`src/rtl/arbitro_enrutamiento_param.sv`:
```
// rtl/arbitro_enrutamiento_param.sv - NUM_VC-to-NUM_DEST routing arbiter, 2-stage pop/route pipeline
// Optional rotating priority when ROUND_ROBIN_EN is defined; strict lowest-index priority otherwise.
module arbitro_enrutamiento_param #(
    parameter int DATA_W   = 6,
    parameter int NUM_VC   = 2,
    parameter int NUM_DEST = 2,
    parameter int DEST_LSB = 4
) (
    input  logic                       clk,
    input  logic                       reset_L,
    input  logic [NUM_VC*DATA_W-1:0]   VC_data,
    input  logic [NUM_VC-1:0]          VC_empty,
    input  logic [NUM_DEST-1:0]        D_pause,
    output logic [NUM_VC-1:0]          VC_pop,
    output logic [NUM_DEST-1:0]        D_push,
    output logic [NUM_DEST*DATA_W-1:0] D_out,
    output logic                       drop_err,
    output logic                       idle
);
    localparam int DEST_W = $clog2(NUM_DEST);
    localparam int IDX_W  = $clog2(NUM_VC);

    logic                       pop_vld_q, pop_vld_d;
    logic [IDX_W-1:0]           pop_idx_q, pop_idx_d;
    logic [NUM_DEST-1:0]        d_push_q, d_push_d;
    logic [NUM_DEST*DATA_W-1:0] d_out_q, d_out_d;
    logic                       drop_err_q, drop_err_d;

    logic                       found;
    logic [IDX_W-1:0]           winner;
    logic                       pop_fire;
    logic [NUM_VC-1:0]          vc_pop;
    logic [DATA_W-1:0]          word;
    logic [DEST_W-1:0]          dest;

`ifdef ROUND_ROBIN_EN
    logic [IDX_W-1:0]           ptr_q, ptr_d;

    // Search begins at the grant pointer and wraps around the VC set.
    always_comb begin
        found  = 1'b0;
        winner = '0;
        for (int k = 0; k < NUM_VC; k++) begin
            if (!found && !VC_empty[(int'(ptr_q) + k) % NUM_VC]) begin
                found  = 1'b1;
                winner = IDX_W'((int'(ptr_q) + k) % NUM_VC);
            end
        end
    end

    always_comb begin
        ptr_d = ptr_q;
        if (pop_fire) begin
            ptr_d = (int'(winner) == NUM_VC - 1) ? '0 : IDX_W'(int'(winner) + 1);
        end
    end

    always_ff @(posedge clk or negedge reset_L) begin
        if (!reset_L) begin
            ptr_q <= '0;
        end else begin
            ptr_q <= ptr_d;
        end
    end
`else
    always_comb begin
        found  = 1'b0;
        winner = '0;
        for (int k = NUM_VC - 1; k >= 0; k--) begin
            if (!VC_empty[k]) begin
                found  = 1'b1;
                winner = IDX_W'(k);
            end
        end
    end
`endif

    // Any pause stalls every VC; the pause threshold absorbs the two words already in flight.
    always_comb begin
        pop_fire = reset_L & ~(|D_pause) & found;
        vc_pop   = '0;
        if (pop_fire) begin
            vc_pop[winner] = 1'b1;
        end
    end

    always_comb begin
        pop_vld_d  = pop_fire;
        pop_idx_d  = winner;
        d_push_d   = '0;
        d_out_d    = d_out_q;
        drop_err_d = 1'b0;
        word       = VC_data[pop_idx_q*DATA_W +: DATA_W];
        dest       = word[DEST_LSB +: DEST_W];
        if (pop_vld_q) begin
            if (int'(dest) < NUM_DEST) begin
                d_push_d[dest]                         = 1'b1;
                d_out_d[int'(dest)*DATA_W +: DATA_W]   = word;
            end else begin
                drop_err_d = 1'b1;
            end
        end
    end

    always_ff @(posedge clk or negedge reset_L) begin
        if (!reset_L) begin
            pop_vld_q  <= 1'b0;
            pop_idx_q  <= '0;
            d_push_q   <= '0;
            d_out_q    <= '0;
            drop_err_q <= 1'b0;
        end else begin
            pop_vld_q  <= pop_vld_d;
            pop_idx_q  <= pop_idx_d;
            d_push_q   <= d_push_d;
            d_out_q    <= d_out_d;
            drop_err_q <= drop_err_d;
        end
    end

    assign VC_pop   = vc_pop;
    assign D_push   = d_push_q;
    assign D_out    = d_out_q;
    assign drop_err = drop_err_q;
    assign idle     = ~(|vc_pop) & ~pop_vld_q & ~(|d_push_q);

endmodule

```
`config.mk`:
```
export PLATFORM = sky130hd
export DESIGN_NAME = arbitro_enrutamiento_param
export DESIGN_NICKNAME = d
export VERILOG_FILES = /design/src/rtl/arbitro_enrutamiento_param.sv
export SDC_FILE = /design/constraint.sdc
export NUM_CORES = 1
export LEC_CHECK = 0
export ABC_CLOCK_PERIOD_IN_PS = 1700
export BUFFER_PORTS_ARGS = -buffer_cell sky130_fd_sc_hd__buf_4
export CAP_MARGIN = 20
export CELL_PAD_IN_SITES_DETAIL_PLACEMENT = 1
export CELL_PAD_IN_SITES_GLOBAL_PLACEMENT = 2
export CORE_MARGIN = 2
export CORE_UTILIZATION = 26
export CTS_CLUSTER_DIAMETER = 120
export CTS_CLUSTER_SIZE = 12
export DETAILED_ROUTE_END_ITERATION = 10
export HOLD_SLACK_MARGIN = 0.05
export PLACE_DENSITY_LB_ADDON = 0.05
export SKIP_CTS_REPAIR_TIMING = 1
export SYNTH_ARGS = -nofsm -noshare
export SYNTH_HDL_FRONTEND = slang
export SYNTH_SLANG_ARGS = --single-unit
```
`constraint.sdc`:
```
create_clock -name clk -period 1.7 [get_ports clk]
set_input_delay 0.17 -clock clk [delete_from_list [all_inputs] [get_ports clk]]
set_output_delay 0.17 -clock clk [all_outputs]
set_load 0.005 [all_outputs]
```
==> results of run 1 <==
-- cell families after synthesis --
family	after synthesis
mux	16
flops	15
simple gates	7
buf+inv	7
compound gates	1
other cells	1
-- cells in the mapped netlist --
cell type and number:
and2_1 1, nor4_1 2, buf_4 2, a2111oi_2 1, mux2_2 10, nand2_1 1, dfrtp_1 15, mux2i_1 1
mux2_4 5, buf_6 2, inv_1 3, nor2b_1 1, conb_1 1, nand2b_1 2
-- worst register-to-register path, cell delays in order, from the launching register on --
cell	delay, ps
dfrtp_1	370
mux2i_1	210
nand2b_1	390
mux2_4	340
-- power by group --
part	internal (uW)	switching [uW]	total [uW]
Clock	90.8	109	199
Combinational	198	85.6	284
Sequential	430	38.8	468
-- state kept, by name, summed over array words and instances, names as in the netlist --
| register | cells |
|---|---|
| D_push | 2 |
| D_out | 11 |
| pop_idx_q | 1 |
| pop_vld_q | 1 |
-- cell type report --
| type | instances | area [um^2] | share of cell area (%) |
|---|---|---|---|
| Sequential cell | 15 | 375.4 | 38.12 |
| Inverter | 3 | 11.26 | 1.144 |
| Multi-Input combinational cell | 26 | 261.5 | 26.56 |
| Tap cell | 30 | 37.54 | 3.812 |
| Timing Repair Buffer | 36 | 272.8 | 27.70 |
| Clock buffer | 4 | 26.28 | 2.668 |
-- placed cells by master, fill, tap and decap left out, drive strengths merged --
cell and n:
buf 35, dfrtp 15, mux2 15, clkbuf 4, inv 3, nor4 2, nand2b 2, conb 2
mux2i 1, nand2 1, a2111oi 1, nor2b 1, and2 1, dlygate4sd3 1
-- path summary, 6_finish.rpt --
check / to / from / slack (ps) / cells past startpoint
max in group asynchronous: D_out[7] / reset_L / 1110 / 3
max reg2reg: D_out[7] / pop_idx_q / 290 / 3
max: D_out[7] / pop_idx_q / 290 / 3
min reg2reg: D_out[10] / D_out[10] / 490 / 1
min in group asynchronous: D_push[1] / reset_L / 410 / 3
min: pop_idx_q / VC_empty[1] / 70 / 2
-- through the flow --
step | util (%) | hold WS, ps | cells
global placement | 38.28 | 146.8 | 109
detailed placement | 38.28 | 141.0 | 109
finish | 39.75 | 72.75 | 114
floorplan | - | -125.6 | 48
global route | 39.75 | 59.36 | 114
CTS | 39.34 | -167.1 | 113
-- layer usage --
layer | vias to the layer above | part of all wire (%) | global-route usage, %
met2 | 25 | 52 | 17.35
met5 | - | 0 | 0
li1 | 231 | - | -
met4 | 0 | 0 | 4.181
met3 | 0 | 8.6 | 3.044
met1 | 252 | 40 | 14.69
==> qor.csv, run 1 <==
metric,value,unit
cp.required,1860,ps
vias,508,
drt-initial-drc-count,10,
worst-path-buf-inv,0,
dr.pass1.iters,3,
drv_slew,0,
wire_per_inst,13.52,um
synth_fa_ha_area_share,0,%
cts_made_buffers,3,
clock_latency,280,ps
rsz0062_at_grt,no,
synth_cell_types,14,
finalSetupTns,0,ps
htreeDepth,1,
yosysTopAreaCell,dfrtp_1,
start_util,27.53,%
design_area,984.7,um^2
critPathMaxStageDelay,390,ps
netlist_area,681.9,um^2
synth_compound_area_share,2.202,%
synth-xor-area-share,0,%
grt_pass1_wl,2.663,mm
crit_path_end_kind,flop,
critPathMaxFanout,7,
clock-sinks,15,
crit_arrival,1580,ps
postPlaceCellArea,948.4,um^2
clk_pin_slew_worst_paths,80,ps
synth-seq-area-share,55.05,%
grt_usage,11.12,%
setup_ws,285.5,ps
final_nets,103,
cts_tree,yes,
cts_root_buf,clkbuf_4,
hpwl,1.248,mm
drtAntennaViolNets,0,
num-fill-cells,290,
crit_family,multiplexers,
power.density,966.3,nW/um^2
period_needed,1415,ps
critPathLaunchType,flop,
grt_pass1_vias,543,
synth_area_leaders,"dfrtp_1 (55%), mux2_2 (17%), mux2_4 (11%), buf_6 (3.3%), a2111oi_2 (2.2%)",
synth_top_area_share,55.05,%
worstPathCellList,mux2i_1 > nand2b_1 > mux2_4,
peakVddDrop,0.0004754,V
power,951.5,uW
worstSetupPathType,flop to flop,
die_area,3048,um^2
drc_errors,0,
synth_top_family_by_area,multiplexers,
antenna_found_initial,0,
cap_violations,0,
fin_crit_sh,83.21,%
hp-class,input pin to flop,
status,completed,
setup_violations,0,
io_pins,36,
fin_skew,4.842,ps
synthCells,47,
die_h,55.21,um
routed_wl,1.541,mm
synth-simple-area-share,6.055,%
drive_gt1_share,64.29,%
p_leak,0.0005106,uW
avgViaCountPerCell,4.456,
gr-total-overflow,0,
ys_warn_count,0,
antenna_cells,0,
gp_congestion,0.6816,
clockBufferDepth,2,
io_buffers,33,
max_freq,0.7069,GHz
synth_seq_cells,15,
slowest_stage,nand2b_1,
die_x,55.21,um
coreArea,2477,um^2
dp_slack,280.2,ps
synth.avg_cell_area,14.51,um^2
synthMuxAreaShare,28.99,%
hold_viol,0,
syn_to_final_growth,44.40,%
grt_max_degree,16,
row_count,18,
Power figures use the tool's default switching activity.
==> run 2, diff against run 1 <==
--- a/config.mk
+++ b/config.mk
@@ -5,13 +5,14 @@
 export SDC_FILE = /design/constraint.sdc
 export NUM_CORES = 1
 export LEC_CHECK = 0
-export ABC_CLOCK_PERIOD_IN_PS = 1700
+export ABC_AREA = 1
+export ABC_CLOCK_PERIOD_IN_PS = 1470
 export BUFFER_PORTS_ARGS = -buffer_cell sky130_fd_sc_hd__buf_4
 export CAP_MARGIN = 20
 export CELL_PAD_IN_SITES_DETAIL_PLACEMENT = 1
 export CELL_PAD_IN_SITES_GLOBAL_PLACEMENT = 2
 export CORE_MARGIN = 2
-export CORE_UTILIZATION = 26
+export CORE_UTILIZATION = 23
 export CTS_CLUSTER_DIAMETER = 120
 export CTS_CLUSTER_SIZE = 12
 export DETAILED_ROUTE_END_ITERATION = 10
==> constraint.sdc (replaced) <==
create_clock -name clk -period 1.47 [get_ports clk]
set_input_delay 0.147 -clock clk [delete_from_list [all_inputs] [get_ports clk]]
set_output_delay 0.147 -clock clk [all_outputs]
set_load 0.005 [all_outputs]
==> run 2 against run 1 <==
  * Power grew 7.3%
  * Die area rose by 23%
  * Flip-flop and latch count did not move
  * Sequential share of layout area shrank 3.6 points
  * Worst setup slack worse by 190 ps
  * Highest routed layer is now met4
==> qor.csv, run 2 <==
metric,value,unit
status,completed,
worstSetupPathType,input pin to primary output,
hp-class,input pin to flop,
synthCells,93,
grt_pass1_vias,725,
p_leak,0.0006372,uW
grt_pass1_wl,3.401,mm
synth.avg_cell_area,8.099,um^2
p_clk_share,22.6,%
crit_end,idle,
layout_common_cells,"nand2_1 (39), buf_4 (35), dfrtp_1 (15)",
htreeDepth,1,
final_common_cell,nand2_1,
drt-initial-drc-count,3,
grt_usage,12.73,%
slowest_stage,dlygate4sd3_1,
switchingPower,286.7,uW
antenna_found_initial,0,
netlist_area,753.2,um^2
yosysTopAreaCell,dfrtp_1,
row_count,20,
ys_warn_count,0,
cts_root_buf,clkbuf_4,
antenna_cells,0,
critPathLaunchType,input pin,
worst-path-buf-inv,4,
io_buffers,33,
cp.depth,7,
synth_area_leaders,"dfrtp_1 (50%), nand2_1 (19%), nand3_1 (7.3%), inv_1 (5.0%), buf_4 (3.0%)",
clock-sinks,15,
swShare,28.07,%
period_needed,1379,ps
die_x,61.23,um
instances_no_fill,175,
multi_input_area,301.5,um^2
reg2reg_depth,4,
critPathMaxFanout,3,
cap_violations,0,
crit_path_start,VC_empty[1],
worst_r2r_endpoint,D_out[11],
wire_per_inst,11.70,um
vias,720,
die_area,3749,um^2
final_nets,150,
syn_to_final_growth,44.35,%
dp_slack,381.1,ps
r2r-start,pop_idx_q,
seq_power_share,50.4,%
dr.pass1.iters,3,
drive_gt1_share,35.11,%
setup_ws,90.65,ps
gp_congestion,0.7656,
cp.required,1320,ps
synth_edf_count,0,
clockBufferDepth,2,
grt_max_degree,16,
ys.flop_type,dfrtp_1,
pwr-share-comb,26.9,%
cts_made_buffers,3,
routed_wl,2.047,mm
peakVddDrop,0.0005580,V
seqCellArea,375.4,um^2
max_freq,0.7250,GHz
dp.cells,169,
drc_errors,0,
synth-seq-area-share,49.83,%
critPathMaxStageDelay,540,ps
avgViaCountPerCell,4.114,
io_pins,36,
worstPathCellList,dlygate4sd3_1 > buf_4 > nand2_1 > nand4_1 > nand2_1 > inv_1 > buf_4,
whs,148.9,ps
num-fill-cells,399,
largest_register_ffs,11,
power,1021,uW
crit_arrival,1230,ps
power.internal,734.5,uW
crit_family,buffers and inverters,
fin_crit_sh,93.83,%
cts_tree,yes,
coreArea,3078,um^2
synth_seq_cells,15,
crit_path_end_kind,primary output,
setup_violations,0,
reg2reg_slack,390,ps
synth_common_cells,"nand2_1 (39), dfrtp_1 (15), nand3_1 (11)",
drtAntennaViolNets,0,
async_reset_ff_share,100.0,%
power.density,939.3,nW/um^2
start_util,24.47,%
yosysMostFrequentCell,nand2_1,
synth_cell_types,15,
fin_skew,7.421,ps
drv_slew,0,
clk_pin_slew_worst_paths,80,ps
rsz0062_at_grt,no,
finalSetupTns,0,ps
synth_top_area_share,49.83,%
hpwl,1.698,mm
hold_viol,0,
gr-total-overflow,0,
clock_latency,280,ps
die_h,61.23,um
## run 2: changes by cell type after synthesis, sizes merged, moves of 8 or more
cell | previous run | this run
mux2 | 15 | 0
nand2 | 1 | 44
nand3 | 0 | 13
inv | 3 | 11
## run 2: worst min path at each step
stage | cells past startpoint | end | start | slack [ps]
2_1_floorplan | 0 | D_out[0] | reset_L | -150
3_3_place_gp | 2 | D_out[9] | reset_L | 150
3_5_place_dp | 2 | D_push[1] | reset_L | 150
4_1_cts | 2 | D_push[1] | reset_L | -170
5_1_grt | 3 | pop_idx_q | VC_empty[0] | 140
6_report | 3 | pop_idx_q | VC_empty[0] | 150
## run 2: final cells by class
type / count / share of cell area (%)
Clock buffer: 4 / 2.417
Inverter: 11 / 4.258
Multi-Input combinational cell: 64 / 27.73
Sequential cell: 15 / 34.52
Tap cell: 44 / 5.063
Timing Repair Buffer: 37 / 26.01
## run 2: power groups by stage
stage                     clock [uW]  sequential [uW]  combinational [uW]
after floorplan                    0              523                 108
after global placement             0              524                 274
after detailed placement           0              524                 276
after CTS                        247              517                 278
after global routing             265              527                 312
final                            231              515                 275
## run 2: worst reg2reg max path, delay by kind of cell, from the launching register on
family / cells / cell delay, ps
and+or+nand+nor: 4 / 500
DFF: 1 / 540
## run 2: per-stage QoR
step | util, % | cell area, um^2
2_1_floorplan | - | 757.0
3_3_place_gp | 33.82 | 1041
3_5_place_dp | 33.82 | 1041
4_1_cts | 34.67 | 1067
5_1_grt | 35.33 | 1087
6_report | 35.33 | 1087
## run 2: per-layer routing
metal | routed length, um | GRT usage [%]
met1 | 833 | 15.48
met4 | 31 | 4.037
met5 | 0 | 0
met3 | 173 | 4.832
met2 | 1009 | 20.82
## run 2: cell families after synthesis
group / share of synthesized area (%)
buffers and inverters: 10.63
flip-flops: 49.83
other: 0.4979
AND/OR/NAND/NOR: 39.04
==> run 3, diff against run 2 <==
--- a/config.mk
+++ b/config.mk
@@ -9,16 +9,13 @@
 export ABC_CLOCK_PERIOD_IN_PS = 1470
 export BUFFER_PORTS_ARGS = -buffer_cell sky130_fd_sc_hd__buf_4
 export CAP_MARGIN = 20
-export CELL_PAD_IN_SITES_DETAIL_PLACEMENT = 1
-export CELL_PAD_IN_SITES_GLOBAL_PLACEMENT = 2
 export CORE_MARGIN = 2
-export CORE_UTILIZATION = 23
+export CORE_UTILIZATION = 41
 export CTS_CLUSTER_DIAMETER = 120
 export CTS_CLUSTER_SIZE = 12
 export DETAILED_ROUTE_END_ITERATION = 10
 export HOLD_SLACK_MARGIN = 0.05
 export PLACE_DENSITY_LB_ADDON = 0.05
-export SKIP_CTS_REPAIR_TIMING = 1
 export SYNTH_ARGS = -nofsm -noshare
 export SYNTH_HDL_FRONTEND = slang
 export SYNTH_SLANG_ARGS = --single-unit
==> run 3 against run 2 <==
  * Sequential power barely moved
  * Worst hold slack got worse by 20 ps
  * Clock skew down 4.6 ps
  * Largest power group unchanged
  * Highest routed layer unchanged
==> qor.csv, run 3 (same netlist as run 2, synthesis figures left out) <==
metric,value,unit
status,completed,
hold_end,pop_idx_q,
drv_slew,0,
p_leak,0.0006240,uW
drtAntennaViolNets,0,
setup_violations,0,
final_nets,148,
clockBufferDepth,2,
dp.cells,148,
final_common_cell,nand2_1,
die_area,2196,um^2
grt_max_degree,16,
power.density,967.9,nW/um^2
r2r-start,pop_idx_q,
hold_viol,0,
reg2reg_depth,5,
htreeDepth,1,
cts_root_buf,clkbuf_4,
vias,670,
dp_slack,356.8,ps
drc_errors,0,
layout_common_cells,"nand2_1 (39), buf_4 (33), dfrtp_1 (14)",
min-delay-start,VC_empty[0],
io_pins,36,
row_count,15,
routed_wl,1.653,mm
hp-class,input pin to flop,
cp.required,1320,ps
antenna_cells,0,
die_x,46.86,um
clock-sinks,15,
dr.pass1.iters,4,
gp_congestion,0.7017,
critPathMaxFanout,13,
die_h,46.86,um
start_util,43.62,%
fin_skew,2.800,ps
worst_r2r_endpoint,D_out[1],
largest_register_ffs,11,
relSlewSlack,53.73,%
crit_path_end_kind,primary output,
tightest_slew,691.8,ps
setup_ws,117.0,ps
coreArea,1727,um^2
antenna_found_initial,0,
worstSetupPathType,flop to primary output,
drive_gt1_share,34.88,%
instances_no_fill,154,
finalSetupTns,0,ps
num-fill-cells,167,
peakVddDrop,0.0006846,V
clock_latency,270,ps
hpwl,1.288,mm
cts_made_buffers,3,
gr-total-overflow,0,
syn_to_final_growth,39.37,%
io_buffers,33,
grt_pass1_vias,540,
wire_per_inst,10.73,um
fin_crit_sh,92.04,%
max_freq,0.7391,GHz
cap_violations,0,
critPathLaunchType,flop,
avgViaCountPerCell,4.351,
grt_usage,16.32,%
clk_pin_slew_worst_paths,90,ps
period_needed,1353,ps
crit_arrival,1210,ps
cts_tree,yes,
rsz0062_at_grt,no,
grt_pass1_wl,2.428,mm
drt-initial-drc-count,13,
reg2reg_slack,370,ps
hold_depth,3,
run 3: changes by cell type in the layout (fill, tap and decap cells not counted):
cell / change
buf_4: -2
dfrtp_2: +1
dfrtp_1: -1
run 3: metrics by stage:
stage	hold WS (ps)	cell area (um^2)	total power, uW	utilization, %
3_5_place_dp	19.61	1002	789.0	58.04
5_1_grt	156.8	1050	1083	60.80
3_3_place_gp	17.12	1002	781.9	58.04
6_report	128.7	1050	1016	60.80
2_1_floorplan	-148.6	757.0	630.3	-
4_1_cts	119.1	1049	1027	60.72
run 3: where the power goes:
part / total, uW / switching [uW] / internal [uW]
sequential: 516 / 40.7 / 476
combinational: 266 / 116 / 150
clock: 234 / 129 / 105
total: 1020 / 285 / 731
run 3: worst max path at each step:
| stage | endpoint | from | cells past startpoint | slack [ps] |
|---|---|---|---|---|
| final | idle | pop_vld_q | 4 | 120 |
| after detailed placement | D_out[1] | pop_vld_q | 3 | 360 |
| after floorplan | D_out[0] | pop_idx_q | 5 | 540 |
| after CTS | idle | pop_vld_q | 4 | 60 |
| after global routing | idle | pop_vld_q | 4 | 60 |
| after global placement | idle | pop_vld_q | 4 | 380 |
run 3: area by class of cell:
type	instances	area, um^2	share of cell area (%)
well taps	25	31.28	2.980
multi-input cells	64	301.5	28.72
flip-flops and latches	15	376.6	35.88
inverters	11	46.29	4.410
clock buffers	4	26.28	2.503
repair buffers	35	267.8	25.51
run 3: layer usage:
layer / global-route usage [%] / part of all wire (%)
met5: 0 / 0
met4: 6.667 / 0.73
met2: 24.11 / 45
met1: 23.36 / 48
met3: 3.462 / 5.9
run 3: worst max-delay path: stages (launching register included):
cell and delay, ps:
dfrtp_2 510, nor3_1 210, nand2_1 70, inv_1 50, buf_4 100
run 3: timing repair:
item                                    in CTS  in global routing
buffers inserted                             0                  1
gates resized for setup                      0                  1
endpoints found under the setup margin       0                  2
hold buffers                                 2                  0
hold endpoints to repair                    16                  0
